==> config.mk <==
export PLATFORM = sky130hd
export DESIGN_NAME = bus_timer
export DESIGN_NICKNAME = d
export VERILOG_FILES = /design/src/rtl/timer_pkg.sv /design/src/rtl/bus_timer.sv
export SDC_FILE = /design/constraint.sdc
export NUM_CORES = 1
export LEC_CHECK = 0
export BUFFER_PORTS_ARGS = -buffer_cell sky130_fd_sc_hd__buf_4
export CAP_MARGIN = 30
export CORE_MARGIN = 2
export CORE_UTILIZATION = 30
export DETAILED_ROUTE_END_ITERATION = 7
export SLEW_MARGIN = 5
export SYNTH_ARGS = -nofsm -noshare
export SYNTH_HDL_FRONTEND = slang
export SYNTH_SLANG_ARGS = --single-unit
export TNS_END_PERCENT = 10
==> constraint.sdc <==
create_clock -name clk -period 2.9 [get_ports clk]
set_input_delay 0.435 -clock clk [delete_from_list [all_inputs] [get_ports clk]]
set_output_delay 0.435 -clock clk [all_outputs]
set_load 0.1 [all_outputs]
==> src/rtl/timer_pkg.sv <==
// Shared definitions for the memory-mapped bus timer: FSM encoding,
// register offsets, MODE encodings, CTRL bit positions and byte merging.
package timer_pkg;

    typedef enum logic [1:0] {
        S_IDLE = 2'd0,
        S_LOAD = 2'd1,
        S_CNT  = 2'd2,
        S_INT  = 2'd3
    } state_t;

    // Byte offsets of the registers from the window base
    localparam logic [31:0] CTRL_OFF   = 32'd0;
    localparam logic [31:0] PRESET_OFF = 32'd4;
    localparam logic [31:0] COUNT_OFF  = 32'd8;

    // MODE field encodings; 1x behaves as one-shot
    localparam logic [1:0] MODE_ONESHOT = 2'b00;
    localparam logic [1:0] MODE_AUTO    = 2'b01;

    // CTRL bit positions
    localparam int CTRL_EN      = 0;
    localparam int CTRL_MODE_LO = 1;
    localparam int CTRL_MODE_HI = 2;
    localparam int CTRL_IM      = 3;
    localparam int CTRL_W       = 4;

    // Replace the byte lanes of old_val selected by be with those of new_val
    function automatic logic [31:0] byte_merge(input logic [31:0] old_val,
                                               input logic [31:0] new_val,
                                               input logic [3:0]  be);
        logic [31:0] r;
        r = old_val;
        for (int i = 0; i < 4; i++) begin
            if (be[i]) r[i*8 +: 8] = new_val[i*8 +: 8];
        end
        return r;
    endfunction

endpackage

==> src/rtl/bus_timer.sv <==
// Three-register bus timer (CTRL, PRESET, COUNT) with one-shot and
// auto-reload modes and a maskable interrupt. Reads are combinational;
// CPU writes take effect at the clock edge and win over FSM updates.
module bus_timer
    import timer_pkg::*;
#(
    parameter logic [31:0] BASE = 32'h0000_7F00
) (
    input  logic        clk,
    input  logic        reset,
    input  logic [31:0] addr,
    input  logic [3:0]  byteen,
    input  logic [31:0] wdata,
    output logic [31:0] rdata,
    output logic        irq
);

    localparam logic [31:0] CTRL_ADDR   = BASE + CTRL_OFF;
    localparam logic [31:0] PRESET_ADDR = BASE + PRESET_OFF;
    localparam logic [31:0] COUNT_ADDR  = BASE + COUNT_OFF;

    logic [CTRL_W-1:0] ctrl;
    logic [31:0]       preset;
    logic [31:0]       count;
    logic              irq_flag;
    state_t            state, state_nxt;

    // Word-level decode; addr[1:0] never participates
    logic sel_ctrl, sel_preset, sel_count;
    assign sel_ctrl   = (addr[31:2] == CTRL_ADDR[31:2]);
    assign sel_preset = (addr[31:2] == PRESET_ADDR[31:2]);
    assign sel_count  = (addr[31:2] == COUNT_ADDR[31:2]);

    logic wr_any, wr_ctrl, wr_preset;
    assign wr_any    = |byteen;
    assign wr_ctrl   = sel_ctrl & wr_any;
    assign wr_preset = sel_preset & wr_any;

    logic [31:0] ctrl_word, ctrl_merged, preset_merged;
    assign ctrl_word     = {{(32-CTRL_W){1'b0}}, ctrl};
    assign ctrl_merged   = byte_merge(ctrl_word, wdata, byteen);
    assign preset_merged = byte_merge(preset, wdata, byteen);

    logic       en;
    logic [1:0] mode;
    logic       auto_reload;
    assign en          = ctrl[CTRL_EN];
    assign mode        = ctrl[CTRL_MODE_HI:CTRL_MODE_LO];
    assign auto_reload = (mode == MODE_AUTO);

    // Only CTRL[3:0] is storage; the rest of the merged word and the
    // byte offset inside a word are intentionally dropped.
    logic unused_ok;
    assign unused_ok = ^{addr[1:0], ctrl_merged[31:CTRL_W]};

    // Combinational read mux; unmapped addresses read as zero
    always_comb begin
        rdata = 32'd0;
        if (sel_ctrl)        rdata = ctrl_word;
        else if (sel_preset) rdata = preset;
        else if (sel_count)  rdata = count;
    end

    // Interrupt output depends only on registered state
    assign irq = ctrl[CTRL_IM] & irq_flag;

    // FSM state register
    always_ff @(posedge clk or negedge reset) begin
        if (!reset) state <= S_IDLE;
        else        state <= state_nxt;
    end

    logic do_load, do_dec, en_clr, flag_set;

    // Next-state logic and the datapath actions of each state
    always_comb begin
        state_nxt = state;
        do_load   = 1'b0;
        do_dec    = 1'b0;
        en_clr    = 1'b0;
        flag_set  = 1'b0;
        case (state)
            S_IDLE: if (en) state_nxt = S_LOAD;
            S_LOAD: begin
                do_load   = 1'b1;
                state_nxt = S_CNT;
            end
            S_CNT: begin
                if (!en)              state_nxt = S_IDLE;
                else if (count == '0) state_nxt = S_INT;
                else                  do_dec    = 1'b1;
            end
            S_INT: begin
                flag_set = 1'b1;
                if (auto_reload) begin
                    state_nxt = S_LOAD;
                end else begin
                    en_clr    = 1'b1;
                    state_nxt = S_IDLE;
                end
            end
            default: state_nxt = S_IDLE;
        endcase
    end

    // CTRL: CPU write takes priority over the one-shot EN clear
    always_ff @(posedge clk or negedge reset) begin
        if (!reset)       ctrl <= '0;
        else if (wr_ctrl) ctrl <= ctrl_merged[CTRL_W-1:0];
        else if (en_clr)  ctrl[CTRL_EN] <= 1'b0;
    end

    // PRESET: plain byte-lane writable register
    always_ff @(posedge clk or negedge reset) begin
        if (!reset)         preset <= '0;
        else if (wr_preset) preset <= preset_merged;
    end

    // COUNT: loaded from PRESET on LOAD, decremented in CNT, never wraps
    always_ff @(posedge clk or negedge reset) begin
        if (!reset)       count <= '0;
        else if (do_load) count <= preset;
        else if (do_dec)  count <= count - 32'd1;
    end

    // Expiry flag: set in INT; auto-reload makes it a one-cycle pulse,
    // otherwise it holds until software touches CTRL or PRESET.
    always_ff @(posedge clk or negedge reset) begin
        if (!reset)        irq_flag <= 1'b0;
        else if (flag_set) irq_flag <= 1'b1;
        else               irq_flag <= irq_flag & ~(wr_ctrl | wr_preset) & ~auto_reload;
    end

endmodule

==> parameters.txt <==
Parameter                              Value

Outcome
  Result of the run ... finished clean

Pwr
  Combinational share of power ... 0.048
  Worst voltage drop across the vdd grid ... 0.224 mV
  Clock Power Share ... 0.489
  Power share of the sequential group ... 0.463
  Power density normalized to cell area ... 385 nW/um2
  Switching power ... 0.426 mW
  Power Internal ... 1.72 mW
  Total leakage power ... 2.71 nW
  Post-layout power ... 2.14 mW
  Net switching fraction of the power ... 0.199

Synthesis
  Register bit count reported by yosys ... 71
  Yosys warns ... 0
  Post-synth EDFFs ... 0
  Dominant combinational cell family by area after synthesis ... simple AND/OR/NAND/NOR gates
  Adder-cell share of the synthesized area ... 0.00301
  Proportion of synthesized chip area in sequential cells ... 0.428
  Synthesized netlist net count ... 497
  Average cell area after synthesis ... 9.75 um2
  Ys async rst share ... 1.00
  Synth Flop Type ... dfrtp_1
  Multiplexer area fraction after synthesis ... 0.107
  Area share of and/or/nand/nor cells after synthesis ... 0.216
  Synth Cell Area ... 4150 um2
  Post-Synth XOR/XNOR Area ... 0.00211
  Distinct cells, synth ... 55
  Compound-gate portion of the synthesized area ... 0.199
  Post-synthesis cell count ... 426

Timing
  Unrepaired setup endpoints after global routing ... false
  Final Setup Violations ... 0
  Worst hold slack after final layout ... 0.0357 ns
  Final hold viol count ... 0
  Worst-case clock skew ... approximately 0.0051 ns
  Normalized max-slew margin ... 0.436
  Max-slew violation total from the final report ... 0
  Final critical path time including I/O delays and setup ... 2.76 ns
  Crit share post-route ... 0.950
  Fmax achieved ... about 360 MHz
  Worst Max-Slew Pin Slew ... between 0.8 and 0.9 ns

Layout
  Leading cell types in the layout, fill and taps excluded ... buf_4, dfrtp_1, nand2_1
  Number of antenna cells inserted ... 0
  Fin cells ... 710
  Most common library cell in the layout ignoring fill and taps ... buf_4
  Net count reported at finish ... 602
  Fraction of final layout cells sized beyond drive strength 1 ... 0.390
  Area grow syn2layout ... 34.1%
  Post-layout util ... 0.416

Clocking
  Number of buffers created by CTS ... 9
  CTS Sinks ... 71
  Maximum clock path buffer count ... 2
  Cell at the root of the clock tree ... clkbuf_16
  Clock-pin transition on the worst setup and hold timing paths ... 0.05 ns
  Number of cells upsized or downsized after cts ... 0
  Insertion delay to the later sink of the worst-skew pair ... 0.33 ns
  Number of buffers added for setup after CTS ... 0
  Clock tree from TritonCTS ... done
  Hold bufs inserted after CTS ... 0
  Number of H-tree levels ... 3

Place
  Placed wire-length estimate after detailed placement ... 9.01 mm
  Weighted congestion reported at the end of routability-driven placement ... 0.837
  Number of buffer cells added on primary ports ... 100
  Placed Cells ... around 700

Critical path
  R2r setup slk ... 0.22 ns
  Arrival time reported for the critical path endpoint ... 2.32 ns
  Endpoint kind of the worst setup timing path ... primary output
  Master of the slowest instance on the critical path ... or2_2
  Required @ worst endpoint ... 2.47 ns
  Crit-path most repeated cell ... buf_4
  Startpoint types ... input pin
  Slowest cell delay on critical path ... 0.41 ns
  Chain of cells forming the critical path ... buf_4, nor4_1, nand4_1, or2_2, nor2b_2, buf_4, a22o_2, buf_4
  Worst path bufs/invs ... 3
  Start-to-end type of the worst setup path ... in -> out
  Largest delay share family, worst path ... simple AND/OR/NAND/NOR gates
  Worst-path fanout max ... 15

Min path
  Min-delay worst type ... in -> async

Detailed routing
  Pre-antenna DRT Iters ... 4
  Residual DRC ... 0
  Vias post-DR ... around 4000
  Vias per std cell ... 5.51
  Wire length reported by the detailed router ... 12.3 mm
  Routed WL per cell ... ~17 um
  Post-route antenna net violation count ... 0
  Iter 0 DRT Violations ... approximately 280

Die
  Core ar. ... 13400 um2
  Die Footprint ... 14800 um2
  Floorplan row count ... 42
  Boundary pin count ... 103
  Height of the chip ... 122 um
  Initial core utilization ... 0.310
  Horiz. Die Dim ... around 120 um

Global routing
  Via count of the first global-routing pass ... roughly 3800
  Global router's overall resource usage ... 0.168
  Global routing met2 resource utilization ... 0.264
  GR met1 Demand/Resource ... 0.235
  Initial antenna violation count ... 0
  Met3 demand-to-capacity share in global routing ... 0.0389
  Grt total ovfl ... 0
  Global-route wire length before repair ... 19.7 mm
  Most Used Layer, Global Route ... met2
  Pin count of the biggest net entering global routing ... 72

Job
  Count of max-cap constraint violations ... 0
## synthesized netlist by cell type (6+ instances only)
library cell	instances	area [um2]
a21oi_1	6	30.0
dfrtp_1	71	1780
or3_1	14	87.6
nor2_1	23	86.3
and2_1	6	37.5
nand2_1	40	150
inv_1	13	48.8
a221o_1	7	70.1
mux2_2	36	405
nor3_1	11	55.1
a211oi_1	8	60.1
o211ai_1	10	75.1
nor4_1	21	131
o21ai_0	9	45.0
or4_1	12	90.1
clkbuf_1	25	93.8
a22o_1	29	254
nand4_1	8	50.1
nand3_1	10	50.1
## flip-flops by register name, indices dropped and copies added (netlist names)
signal and count:
state 2, irq_flag 1, preset 32, ctrl 4, count 32
## per-stage QoR
stage	setup WS (ns)	cell area (um2)	TNS, ns
after floorplan	-0.0940	4190	-1.13
after global placement	0.165	5250	0
after detailed placement	0.124	5250	0
after CTS	0.115	5530	0
after global routing	0.00165	5570	0
final	0.145	5570	0
## power by group through the flow
| stage | Combinational [mW] | Clock [mW] | Sequential, mW |
|---|---|---|---|
| CTS | 0.103 | 1.08 | 0.991 |
| detailed placement | 0.103 | 0 | 1.01 |
| global placement | 0.101 | 0 | 1.01 |
| global route | 0.113 | 1.12 | 0.991 |
| finish | 0.104 | 1.05 | 0.991 |
| floorplan | 0.00962 | 0 | 1.01 |
## area by class of cell
class / instances / area [um2]
tap: 176 / 220
sequential: 71 / 1780
multi-input combinational: 309 / 2240
clock buffer: 14 / 284
fill: 1321 / 7830
inverter: 13 / 48.8
timing repair buffer: 127 / 997
## routing by layer
metal | part of all wire | routed length (um)
met5 | 0 | 0
met4 | 0.0055 | 68
met3 | 0.077 | 953
met2 | 0.46 | 5700
met1 | 0.45 | 5580
## kinds of logic after synthesis
| logic type | after synthesis |
|---|---|
| DFF | 71 |
| and+or+nand+nor | 165 |
| adders and majority gates | 1 |
| xor gates and xnor gates | 1 |
| AOI/OAI and AO/OA | 102 |
| buffers and inverters | 46 |
| muxes | 40 |
## path summary, 6_finish.rpt
kind,startpoint,endpoint,depth (start not counted)
max in group asynchronous,reset,preset[12],2
min in group clk,wdata[23],preset[23],2
worst min-delay path,reset,preset[31],1
worst min register to register,preset[3],count[3],2
worst max register to register,count[3],count[27],5
worst max-delay path,addr[28],rdata[28],8
(Power assumes the default switching activity.)
